<file path="config.mk">
export PLATFORM = sky130hd
export DESIGN_NAME = swap_write_demux
export DESIGN_NICKNAME = d
export VERILOG_FILES = /design/src/rtl/swap_write_demux.sv
export SDC_FILE = /design/constraint.sdc
export NUM_CORES = 1
export LEC_CHECK = 0
export CAP_MARGIN = 15
export CORE_MARGIN = 8
export CORE_UTILIZATION = 35
export CTS_CLUSTER_DIAMETER = 120
export DETAILED_ROUTE_END_ITERATION = 10
export PLACE_DENSITY_LB_ADDON = 0.2
export SETUP_SLACK_MARGIN = 0.5
export SLEW_MARGIN = 20
export SYNTH_ARGS = -nofsm -noshare
export SYNTH_HDL_FRONTEND = slang
export SYNTH_SLANG_ARGS = --single-unit
</file>
<file path="constraint.sdc">
create_clock -name clk -period 1.2 [get_ports clk]
set_input_delay 0.24 -clock clk [delete_from_list [all_inputs] [get_ports clk]]
set_output_delay 0.24 -clock clk [all_outputs]
set_load 0.01 [all_outputs]
</file>
<file path="src/rtl/swap_write_demux.sv">
// swap_write_demux: registered 1-to-2 write demux steering each beat to bank A or B,
// with a one-entry holding register per bank so a stalled bank never blocks the other.
module swap_write_demux #(
    parameter int n  = 1,
    parameter int AW = 4,
    parameter int CW = 8
) (
    input  logic          clk,
    input  logic          rst_n,
    input  logic          in_valid,
    output logic          in_ready,
    input  logic          sel,
    input  logic [AW-1:0] in_addr,
    input  logic [n-1:0]  in_data,
    output logic          a_valid,
    input  logic          a_ready,
    output logic [AW-1:0] a_addr,
    output logic [n-1:0]  a_data,
    output logic          b_valid,
    input  logic          b_ready,
    output logic [AW-1:0] b_addr,
    output logic [n-1:0]  b_data,
    output logic [CW-1:0] a_count,
    output logic [CW-1:0] b_count,
    output logic          busy
);
    logic          r_a_valid, r_b_valid;
    logic [AW-1:0] r_a_addr, r_b_addr;
    logic [n-1:0]  r_a_data, r_b_data;
    logic [CW-1:0] r_a_count, r_b_count;
    logic          w_a_free, w_b_free, w_load_a, w_load_b, w_drain_a, w_drain_b;

    // a slot can take a new beat when empty or draining on this same edge
    assign w_a_free  = ~r_a_valid | a_ready;
    assign w_b_free  = ~r_b_valid | b_ready;
    assign in_ready  = rst_n & (sel ? w_b_free : w_a_free);
    assign w_load_a  = in_valid & in_ready & ~sel;
    assign w_load_b  = in_valid & in_ready & sel;
    assign w_drain_a = r_a_valid & a_ready;
    assign w_drain_b = r_b_valid & b_ready;

    always_ff @(posedge clk) begin
        if (!rst_n) begin
            r_a_valid <= 1'b0;
            r_b_valid <= 1'b0;
            r_a_addr  <= '0;
            r_b_addr  <= '0;
            r_a_data  <= '0;
            r_b_data  <= '0;
            r_a_count <= '0;
            r_b_count <= '0;
        end else begin
            r_a_valid <= w_load_a | (r_a_valid & ~a_ready);
            r_b_valid <= w_load_b | (r_b_valid & ~b_ready);
            if (w_load_a) begin
                r_a_addr <= in_addr;
                r_a_data <= in_data;
            end
            if (w_load_b) begin
                r_b_addr <= in_addr;
                r_b_data <= in_data;
            end
            if (w_drain_a) r_a_count <= r_a_count + CW'(1);
            if (w_drain_b) r_b_count <= r_b_count + CW'(1);
        end
    end

    assign a_valid = r_a_valid;
    assign b_valid = r_b_valid;
    assign a_addr  = r_a_addr;
    assign b_addr  = r_b_addr;
    assign a_data  = r_a_data;
    assign b_data  = r_b_data;
    assign a_count = r_a_count;
    assign b_count = r_b_count;
    assign busy    = r_a_valid | r_b_valid;
endmodule

</file>
==> metrics.md, run 1 <==
| Metric | Value |
|---|---|
| Routed wire length | `3640 microns` |
| Area of the core | `3310 sq um` |
| Die W | `74.2 microns` |
| Total power | `1.56 mW` |
| Post-route antenna net violation count | `0` |
| Logic gate share of total power | `0.150` |
| Vias/cell | `5.06` |
| Sequential share of power | `0.598` |
| Largest net degree at the start of global routing | `29` |
| Max rail drop VDD | `0.000447 V` |
| Worst-margin pin slew | `0.357 ns` |
| Clk_skew | `0.00447 ns` |
| YS warnings | `0` |
| Fin worst setup slack | `-0.263 ns` |
| Post-DP HPWL | `2500 microns` |
| Detailed-route DRC error count | `0` |
| TNS Setup | `-0.981 ns` |
| Distinct cell type count after synthesis | `25` |
| Placed instance area | `1860 sq um` |
| I/O pin cnt | `41` |
| Largest cells by area after synthesis | `dfxtp_1 47%, a21oi_1 10%, nand3_1 7.2%` |
| Maxcap violations | `0` |
| P&R area growth vs syn | `84.8%` |
| Crit share post-route | `1.22` |
| Status | `finished, violations left` |
| Critical path class | `flip-flop to output port` |
| Die area | `5510 sq um` |
| Clock Power Share | `0.252` |
| Initial core utilization | `0.359` |
| Post-Syn Instances | `139` |
| DRT Pass-1 Iters | `4` |
| EDFF count, synth | `0` |
| Sw Pwr | `395 uW` |
| Top cell type's share of synthesized area | `0.472` |
| Total gr overflow | `0` |
| HP Class | `input pin to flip-flop` |
| Worst EP required | `0.96 ns` |
| Die Y | `74.2 microns` |
| Synthesized area | `1190 sq um` |
| Number of global-route vias before repair | `1,357` |
| Main flop type after synthesis | `dfxtp_1` |
| PwrDens | `713 nW/um^2` |
| Final setup viols | `12` |
| Slew margin rel. | `0.762` |
| Number of synthesized register bits | `28` |
| CP arrival | `1.22 ns` |
| CTS Root Cell | `clkbuf_4` |
| Fmax | `0.683 GHz` |
| H-tree depth | `1` |
| Clock latency at the later pin of the worst-skew pair | `0.32 ns` |
| Share of layout cells above drive strength 1 | `0.637` |
| Initial DRC count | `65` |
| Mean Syn Cell Area | `8.54 sq um` |
| Diode count | `0` |
| GP Congestion | `0.757` |
| Via count | `1,265` |
| Failing checks | `setup timing` |
| WL/cell | `14.6 microns` |
| Crit Path Max Fanout | `8` |
| FP Rows | `21` |
| Nets | `218` |
| Placement Setup Slack | `-0.658 ns` |
| Min Tclk post-route | `1.46 ns` |
| Leading area contributor after synthesis | `dfxtp_1` |
| CTS tree | `done` |
| GRT Overall Usage | `0.128` |
| Leak pwr | `0.806 nW` |
| Synth Net Count | `152` |
| Internal Power | `1.17 mW` |
| Crit path launch type | `flip-flop` |
| Hold slack final | `0.448 ns` |
| Sequential-to-total area share from yosys stat | `0.472` |
| Fin area | `2190 sq um` |
| Most numerous cell in the Yosys netlist | `dfxtp_1` |
| Post-synthesis async set-or-reset flop share | `0` |
| Slew Viols, Final | `0` |
| Net switching fraction of the power | `0.252` |
| Clock sinks | `28` |
| RSZ-0062 raised after global routing | `true` |
| Max Buffers Root-to-Sink | `2` |
| Port bufs | `40` |
| Total CTS buffers | `3` |
| Final hold viol count | `0` |
| Clock transition at path regs | `0.14 ns` |
| CP endpoint kind | `output port` |
| First-pass GRT wire length | `5710 microns` |
| Post-synth top cells | `28 x dfxtp_1, 24 x a21oi_1, 17 x nand3_1` |
| Number of antenna violations at the first check in global routing | `0` |
-- cell type report --
class	count	area [sq um]
fill	278	1120
multi-input combinational	103	825
timing repair buffer	64	639
sequential	28	628
tap	46	57.6
clock buffer	4	26.3
inverter	5	18.8
-- worst max-delay path: stages (launching register included) --
cell	delay (ns)
dfxtp_4	0.36
buf_4	0.16
or2_4	0.24
buf_2	0.14
-- state kept, by name, summed over array words and instances, names as in the netlist --
signal and cells:
b_count 8, b_addr 4, a_count 8, a_data 1, b_valid 1, a_valid 1
b_data 1, a_addr 4
-- layout by cell type (no fill, tap or decap), types with 2 or more instances in the layout --
master,count
or3_1,6
buf_2,2
a21oi_2,11
inv_1,3
buf_4,15
dlygate4sd2_1,5
nand4_4,2
o21ai_1,6
xnor2_1,2
nand3_2,11
ha_4,2
xor2_1,2
clkbuf_4,3
nand2_1,3
dfxtp_2,15
buf_6,34
nand3_1,5
or4_4,2
inv_2,2
nand4_1,4
dfxtp_4,13
clkdlybuf4s50_1,5
o31ai_1,3
or4_1,2
nor2_1,4
nor2b_4,2
a21oi_1,13
o21ai_0,9
nand2_2,2
-- power groups by stage --
stage                     sequential (mW)  clock [mW]  combinational [mW]
after global placement              0.955           0               0.192
after CTS                           0.940       0.406               0.208
after floorplan                     0.967           0              0.0636
after global routing                0.938       0.445               0.250
final                               0.935       0.394               0.235
after detailed placement            0.956           0               0.195
-- routing by layer --
layer / vias up / track usage / wire length (microns)
met5: - / 0 / 0
met4: 0 / 0.0413 / 19
met3: 2 / 0.0270 / 188
met2: 23 / 0.245 / 1950
met1: 593 / 0.134 / 1490
li1: 647 / - / -
-- repair_timing --
action | in CTS | in global routing
pin swaps | 9 | 10
setup endpoints to repair | 58 | 58
hold buffers | 0 | 0
gates resized for setup | 176 | 30
buffers inserted | 9 | 4
-- final timing paths --
path	startpoint	cells past startpoint	end	slack, ns
worst max-delay path	a_valid$_SDFF_PN0_	3	busy	-0.26
worst min-delay path	in_valid	3	b_valid$_SDFF_PN0_	0.45
worst max register to register	b_valid$_SDFF_PN0_	5	b_count[7]$_SDFFE_PN0P_	-0.10
worst min register to register	a_count[7]$_SDFFE_PN0P_	2	a_count[7]$_SDFFE_PN0P_	0.49
-- per-stage QoR --
stage,instances,utilization
finish,250,0.663
global placement,233,0.562
global route,250,0.663
CTS,246,0.618
detailed placement,233,0.562
floorplan,139,-
-- cells by family (layout without fill, tap and decap cells) --
family | after synthesis | count (layout) | share of synthesized area
buffers and inverters | 8 | 73 | 0.0253
adder cells (fa/ha/maj) | 2 | 2 | 0.0211
XOR/XNOR | 4 | 4 | 0.0295
AND/OR/NAND/NOR | 52 | 52 | 0.252
AO/OA/AOI/OAI | 45 | 45 | 0.200
flip-flops | 28 | 28 | 0.472
Power figures use the tool's default switching activity.
==> run 2, diff against run 1 <==
--- a/config.mk
+++ b/config.mk
@@ -8,7 +8,7 @@
 export CAP_MARGIN = 15
 export CORE_MARGIN = 8
 export CORE_UTILIZATION = 35
-export CTS_CLUSTER_DIAMETER = 120
+export CTS_CLUSTER_DIAMETER = 100
 export DETAILED_ROUTE_END_ITERATION = 10
 export PLACE_DENSITY_LB_ADDON = 0.2
 export SETUP_SLACK_MARGIN = 0.5
==> results of run 2 <==
The final DEF is identical to that of run 1; final timing and power are the same.
